### src/rtl/updown_count_tracker_pkg.sv
// Shared encodings for the up/down counter and its downstream tracker:
// event codes, tracker states, step classes and counter direction.
package updown_pkg;

   typedef enum logic {
      ST_INIT  = 1'b0,
      ST_TRACK = 1'b1
   } state_t;

   typedef enum logic [1:0] {
      STEP_HOLD = 2'b00,
      STEP_UP   = 2'b01,
      STEP_DOWN = 2'b10,
      STEP_JUMP = 2'b11
   } step_t;

   localparam logic [1:0] EVT_WRAP_UP = 2'b00;
   localparam logic [1:0] EVT_WRAP_DN = 2'b01;
   localparam logic [1:0] EVT_JUMP    = 2'b10;

   localparam logic DIR_UP = 1'b0;
   localparam logic DIR_DN = 1'b1;

endpackage

### src/rtl/updown_count_tracker_limit_alarm_hyst.sv
// Signed threshold alarm with set/release hysteresis; IS_HI selects the
// high-side (>=) or low-side (<=) sense.
module limit_alarm_hyst #(
   parameter int W      = 12,
   parameter int HYST   = 2,
   parameter bit IS_HI  = 1'b1
) (
   input  logic                clk,
   input  logic                clr_n,
   input  logic signed [W-1:0] val,
   input  logic signed [W-1:0] lim,
   output logic                alarm
);

   localparam logic signed [W:0] HYST_S = (W+1)'(HYST);

   // One guard bit so lim +/- HYST cannot wrap around the signed range.
   logic signed [W:0] val_x;
   logic signed [W:0] lim_x;
   logic signed [W:0] rel_x;
   logic              set_c;
   logic              clr_c;
   logic              alarm_next;

   always_comb begin
      val_x = {val[W-1], val};
      lim_x = {lim[W-1], lim};
      if (IS_HI) begin
         rel_x = lim_x - HYST_S;
         set_c = (val_x >= lim_x);
         clr_c = (val_x < rel_x);
      end else begin
         rel_x = lim_x + HYST_S;
         set_c = (val_x <= lim_x);
         clr_c = (val_x > rel_x);
      end
      alarm_next = alarm;
      if (set_c) begin
         alarm_next = 1'b1;
      end else if (clr_c) begin
         alarm_next = 1'b0;
      end
   end

   always_ff @(posedge clk or negedge clr_n) begin
      if (!clr_n) begin
         alarm <= 1'b0;
      end else begin
         alarm <= alarm_next;
      end
   end

endmodule

### src/rtl/updown_count_tracker.sv
// Tracks a small up/down counter: extends it with a signed wrap count,
// reports direction, limit alarms and wrap/jump events over valid/ready.
module updown_count_tracker
   import updown_pkg::*;
#(
   parameter int WIDTH = 4,
   parameter int EXT_W = 8,
   parameter int HYST  = 2
) (
   input  logic                      clk,
   input  logic                      clr_n,
   input  logic [WIDTH-1:0]          q_in,
   input  logic                      q_vld,
   input  logic                      resync,
   input  logic signed [WIDTH+EXT_W-1:0] hi_lim,
   input  logic signed [WIDTH+EXT_W-1:0] lo_lim,
   output logic signed [WIDTH+EXT_W-1:0] ext_cnt,
   output logic                      dir,
   output logic                      alarm_hi,
   output logic                      alarm_lo,
   output logic                      evt_vld,
   input  logic                      evt_rdy,
   output logic [1:0]                evt_code,
   output logic                      evt_drop
);

   localparam int W = WIDTH + EXT_W;
   localparam logic [WIDTH-1:0] Q_ZERO = '0;
   localparam logic [WIDTH-1:0] Q_MAX  = '1;
   localparam logic [WIDTH-1:0] Q_ONE  = WIDTH'(1);

   state_t           st_reg, st_next;
   logic [WIDTH-1:0] prev_reg, prev_next;
   logic [EXT_W-1:0] wrap_reg, wrap_next;
   logic             dir_reg, dir_next;
   logic             evt_vld_reg, evt_vld_next;
   logic [1:0]       evt_code_reg, evt_code_next;
   logic             evt_drop_reg, evt_drop_next;

   logic [WIDTH-1:0] delta;
   step_t            step;
   logic             gen;
   logic [1:0]       gen_code;

   always_comb begin
      delta = q_in - prev_reg;
      if (delta == Q_ZERO) begin
         step = STEP_HOLD;
      end else if (delta == Q_ONE) begin
         step = STEP_UP;
      end else if (delta == Q_MAX) begin
         step = STEP_DOWN;
      end else begin
         step = STEP_JUMP;
      end
   end

   always_comb begin
      st_next   = st_reg;
      prev_next = prev_reg;
      wrap_next = wrap_reg;
      dir_next  = dir_reg;
      gen       = 1'b0;
      gen_code  = EVT_JUMP;

      if (resync) begin
         st_next   = ST_INIT;
         wrap_next = '0;
      end else if (q_vld) begin
         prev_next = q_in;
         case (st_reg)
            ST_INIT: begin
               wrap_next = '0;
               st_next   = ST_TRACK;
            end
            ST_TRACK: begin
               case (step)
                  STEP_UP: begin
                     dir_next = DIR_UP;
                     if (prev_reg == Q_MAX) begin
                        wrap_next = wrap_reg + EXT_W'(1);
                        gen       = 1'b1;
                        gen_code  = EVT_WRAP_UP;
                     end
                  end
                  STEP_DOWN: begin
                     dir_next = DIR_DN;
                     if (prev_reg == Q_ZERO) begin
                        wrap_next = wrap_reg - EXT_W'(1);
                        gen       = 1'b1;
                        gen_code  = EVT_WRAP_DN;
                     end
                  end
                  STEP_JUMP: begin
                     wrap_next = '0;
                     gen       = 1'b1;
                     gen_code  = EVT_JUMP;
                  end
                  default: ;
               endcase
            end
            default: st_next = ST_INIT;
         endcase
      end
   end

   // Single-slot event register: a stalled slot drops newcomers, an accepted
   // slot reloads in the same cycle without a bubble.
   always_comb begin
      evt_vld_next  = evt_vld_reg;
      evt_code_next = evt_code_reg;
      evt_drop_next = evt_drop_reg;
      if (evt_vld_reg && !evt_rdy) begin
         if (gen) begin
            evt_drop_next = 1'b1;
         end
      end else begin
         evt_vld_next = gen;
         if (gen) begin
            evt_code_next = gen_code;
         end
      end
   end

   always_ff @(posedge clk or negedge clr_n) begin
      if (!clr_n) begin
         st_reg       <= ST_INIT;
         prev_reg     <= '0;
         wrap_reg     <= '0;
         dir_reg      <= 1'b0;
         evt_vld_reg  <= 1'b0;
         evt_code_reg <= 2'b00;
         evt_drop_reg <= 1'b0;
      end else begin
         st_reg       <= st_next;
         prev_reg     <= prev_next;
         wrap_reg     <= wrap_next;
         dir_reg      <= dir_next;
         evt_vld_reg  <= evt_vld_next;
         evt_code_reg <= evt_code_next;
         evt_drop_reg <= evt_drop_next;
      end
   end

   assign ext_cnt  = signed'({wrap_reg, prev_reg});
   assign dir      = dir_reg;
   assign evt_vld  = evt_vld_reg;
   assign evt_code = evt_code_reg;
   assign evt_drop = evt_drop_reg;

   limit_alarm_hyst #(.W(W), .HYST(HYST), .IS_HI(1'b1)) u_alarm_hi (
      .clk   (clk),
      .clr_n (clr_n),
      .val   (ext_cnt),
      .lim   (hi_lim),
      .alarm (alarm_hi)
   );

   limit_alarm_hyst #(.W(W), .HYST(HYST), .IS_HI(1'b0)) u_alarm_lo (
      .clk   (clk),
      .clr_n (clr_n),
      .val   (ext_cnt),
      .lim   (lo_lim),
      .alarm (alarm_lo)
   );

endmodule
### config.mk
export PLATFORM = sky130hd
export DESIGN_NAME = updown_count_tracker
export DESIGN_NICKNAME = d
export VERILOG_FILES = /design/src/rtl/updown_count_tracker_pkg.sv /design/src/rtl/updown_count_tracker_limit_alarm_hyst.sv /design/src/rtl/updown_count_tracker.sv
export SDC_FILE = /design/constraint.sdc
export NUM_CORES = 1
export LEC_CHECK = 0
export ABC_CLOCK_PERIOD_IN_PS = 4300
export BUFFER_PORTS_ARGS = -buffer_cell sky130_fd_sc_hd__buf_2
export CAP_MARGIN = 20
export CORE_MARGIN = 2
export CORE_UTILIZATION = 58
export CTS_BUF_LIST = sky130_fd_sc_hd__clkbuf_4 sky130_fd_sc_hd__clkbuf_8
export DETAILED_ROUTE_END_ITERATION = 7
export PLACE_DENSITY = 0.83
export SYNTH_ARGS = -nofsm -noshare
export SYNTH_HDL_FRONTEND = slang
export SYNTH_SLANG_ARGS = --single-unit
### constraint.sdc
create_clock -name clk -period 4.3 [get_ports clk]
set_clock_uncertainty 0.1 [all_clocks]
set_input_delay 1.29 -clock clk [delete_from_list [all_inputs] [get_ports clk]]
set_output_delay 1.29 -clock clk [all_outputs]
set_load 0.03 [all_outputs]
==> PnR_summary.wiki <==
{| class="wikitable"
! Metric !! Value
|-
| Starting utilization of the core area || between 50% and 60%
|-
| Proportion of power drawn by flip-flops and latches || between 20% and 30%
|-
| Height of the die || roughly 73 um
|-
| Register area || about 500 um2
|-
| Outcome || finished, final reports clean
|-
| Place WS || -0.196 ns
|-
| Type of destination of the critical path || flip-flop
|-
| Critical path's largest stage delay || 0.41 ns
|-
| Pre-antenna DRT Iters || 5
|-
| Int Pwr || around 0.47 mW
|-
| Max Transition Viols Final || 0
|-
| Global-route wire length before repair || approximately 11000 um
|-
| Clock tree from TritonCTS || done
|-
| Highest Clock Rate || between 200 and 250 MHz
|-
| Worst min-delay path category || reg -> reg
|-
| Finished Layout Cells || 452
|-
| Most used DFF post-synth || dfrtp_1
|-
| Post-route DRC violation count || 0
|-
| Areal power density over the cells || 238 nW/um2
|-
| Actual slew at the worst max-slew pin || approximately 0.55 ns
|-
| Aggregate negative setup slack || 0 ns
|-
| Worst-case clock buffer depth || 2
|-
| Number of antenna-violating nets in the routed design || 0
|-
| Logic gate share of total power || 52.1%
|-
| Vias in the first global route || approximately 2500
|-
| WHS Endpoint || evt_drop
|-
| Kind of cell with the highest combined delay on the critical path || adder cells
|-
| Detailed Place HPWL || 5390 um
|-
| Row cnt || 25
|-
| Share of layout cells above drive strength 1 || between 20% and 30%
|-
| Top Ports || 52
|-
| Count of routing violations after the opening detailed-route iteration || 130
|-
| Post-synth top area cell || ha_1
|-
| Register-to-Register Setup Slack || approximately 0.8 ns
|-
| Register bit count reported by yosys || 20
|-
| Max FFs per register || 8
|-
| Final core occ || 71.3%
|-
| Average footprint of a synthesized cell || around 8.5 um2
|-
| Total via count after detailed routing || between 2000 and 3000
|-
| Reg-to-reg critical path endpoint || wrap_reg[6]
|-
| Cell count of the worst reg-to-reg path || 14
|-
| Category of the worst setup path launch point || input port
|-
| Final Routed Wirelength || 6500 um
|-
| Final-layout fill cell count || 364
|-
| Share of synthesized registers carrying an async set or reset || 100%
|-
| Cell area after placement || between 3000 and 4000 um2
|-
| Area overhead of the layout relative to synthesis || 19.3%
|-
| Cells traversed along the worst timing path || buf_2 -> inv_1 -> ha_1 -> fa_1 -> xnor2_2 -> nand2b_1 -> a21oi_2 -> a32o_2 -> ha_4 -> fa_1 -> a21o_1 -> a21oi_2 -> o21bai_1 -> a21oi_1 -> xnor2_1 -> a31o_2
|-
| Area of the mapped netlist || ~2800 um2
|-
| Worst vdd ir || 0.000230 V
|-
| Clock power frac || between 10% and 20%
|-
| Final worst path period need || between 4 and 5 ns
|-
| Most frequently used cell type in the post-synthesis netlist || ha_1
|-
| Max-cap viol count || 0
|-
| Ratio of final minimum period to clock period || a little over nine tenths
|-
| Switching Fraction || 40.1%
|-
| Count of H-tree levels built during CTS || 1
|-
| Clock sink count || 20
|-
| Placed Cells incl. Taps || 446
|-
| Required time at the worst-slack endpoint || ~4.4 ns
|-
| Ranking of synthesized cells by instance count || 63 x ha_1, 44 x inv_1, 24 x xnor2_1, 20 x dfrtp_1, 19 x nor2_1
|-
| Routed len/inst || 14.4 um
|-
| Root buffer cell || clkbuf_8
|-
| Area of the die || 5370 um2
|-
| Number of nets in the final layout || approximately 500
|-
| Number of distinct library cells after synthesis || 50
|-
| Post-route setup slack || between 0.15 and 0.2 ns
|-
| Slowest stage cell on the critical path || fa_1
|-
| Syn nets || ~430
|-
| Core footprint || 4660 um2
|-
| Weighted congestion at the end of routability-driven global placement || 0.868
|-
| Clock latency on the worst-skew pair || approximately 0.26 ns
|-
| Maximum number of pins on one net before global-route repair || 21
|-
| GRT Util Overall || around a quarter
|-
| Area share of the leading cell type in the synthesized netlist || between 20% and 30%
|-
| Static Leak || approximately 1.8 nW
|-
| Port-buffer cells || between 50 and 60
|-
| Number of warnings printed during yosys synthesis || 0
|-
| Most area-consuming cells after synthesis || ha_1 28%, dfrtp_1 18%, xnor2_1 7.5%, inv_1 5.9%, nand3_1 3.1%
|-
| Net switching power || roughly 0.32 mW
|-
| Gate count after technology mapping || 327
|-
| Data arrival time of the critical path || approximately 4.2 ns
|-
| Hold bufs inserted after CTS || 0
|-
| Max Fanout on Critical Path || 7
|-
| Clk slew on worst S/H paths || roughly 0.070 ns
|-
| Fin. Hold Viols || 0
|-
| CTS buffer count || 3
|-
| X dimension of the die || 73.3 um
|-
| Max_slew headroom || a little over three fifths
|-
| Kind of critical path || in -> reg
|-
| Routed vias/inst || between 5 and 6
|-
| Sequential fraction of the synthesis area || between 10% and 20%
|-
| Number of cells on the worst hold path || 2
|-
| Antenna Diode Count || 0
|-
| Min-delay src || evt_drop
|-
| Total non-filler cell area in the finished layout || about 3300 um2
|-
| Total congestion overflow after global routing || 0
|-
| Final setup violation count || 0
|-
| Multi-input logic area || approximately 2100 um2
|-
| Number of enable flip-flop cells after synthesis || 0
|-
| Launching point of the worst reg2reg path || prev_reg[2]
|-
| Initial antenna violation count || 0
|-
| Number of buffers and inverters on the critical path || 2
|-
| Overall power || between 0.7 and 0.8 mW
|-
| Hold WS || 0.373 ns
|}
-- repair_timing --
action | in CTS | in global routing
gates resized for setup | 0 | 4
endpoints found under the setup margin | 0 | 6
buffers inserted | 0 | 2
-- worst max-delay path by stage --
| stage | start | end | cells after the start |
|---|---|---|---|
| floorplan | q_in[0] | wrap_reg[7] | 15 |
| global placement | q_in[0] | wrap_reg[6] | 16 |
| detailed placement | q_in[0] | wrap_reg[6] | 16 |
| CTS | q_in[0] | wrap_reg[6] | 16 |
| global route | q_in[0] | wrap_reg[6] | 16 |
| finish | q_in[0] | wrap_reg[6] | 16 |
-- final cells by class --
| cell class | instances | share of cell area, % |
|---|---|---|
| Timing Repair Buffer | 69 | 11.8 |
| Tap cell | 54 | 2.03 |
| Inverter | 44 | 4.97 |
| Clock buffer | 4 | 1.66 |
| Multi-Input combinational cell | 261 | 64.5 |
| Sequential cell | 20 | 15.1 |
-- cells in the final DEF (no fill, tap or decap), types with 2 or more instances in the layout --
cell / instances
o211ai_1: 3
nand3_1: 17
nor4_1: 3
a221o_1: 2
buf_4: 18
nand2b_1: 7
xor2_1: 2
and4_1: 3
o21ai_0: 17
nor2_1: 19
dfrtp_1: 20
a21o_1: 6
xnor2_1: 23
clkbuf_8: 4
or3_1: 3
mux2i_1: 2
fa_1: 2
a21oi_1: 15
ha_1: 62
nand2_1: 18
nor3_1: 11
nor2b_1: 4
o21bai_1: 3
mux2_2: 2
and2_1: 2
a211oi_1: 3
buf_2: 51
inv_1: 44
nand4_1: 5
a21oi_2: 2
a31oi_1: 2
-- layer usage --
layer,global-route usage [%],wire length [um],vias to the layer above
met4,7.07,90,0
li1,-,-,1313
met2,48.2,3370,49
met1,30.5,2890,1196
met5,0,0,-
met3,1.37,146,9
-- worst reg2reg max path: stages, from the launching register on --
cell      delay, ns
dfrtp_1        0.53
inv_1          0.10
ha_1           0.35
a21oi_1        0.22
nand3_1        0.14
and2_1         0.18
a32o_2         0.27
ha_4           0.20
fa_1           0.40
a21o_1         0.21
a21oi_2        0.15
o21bai_1       0.08
a21oi_1        0.16
xnor2_1        0.09
a31o_2         0.24
-- cell families after synthesis --
family / share of synthesized area, %
AO/OA/AOI/OAI: 17.8
XOR/XNOR: 8.18
adder cells (fa/ha/maj): 29.7
buffers and inverters: 6.24
flip-flops: 18.0
multiplexers: 1.53
AND/OR/NAND/NOR: 18.6
-- power groups by stage --
stage,clock network [mW],logic (mW),registers [mW]
floorplan,0,0.232,0.268
global placement,0,0.385,0.237
detailed placement,0,0.401,0.238
CTS,0.147,0.405,0.234
global route,0.154,0.460,0.237
finish,0.144,0.412,0.234
Note: power is estimated with default switching activity, not from simulation.
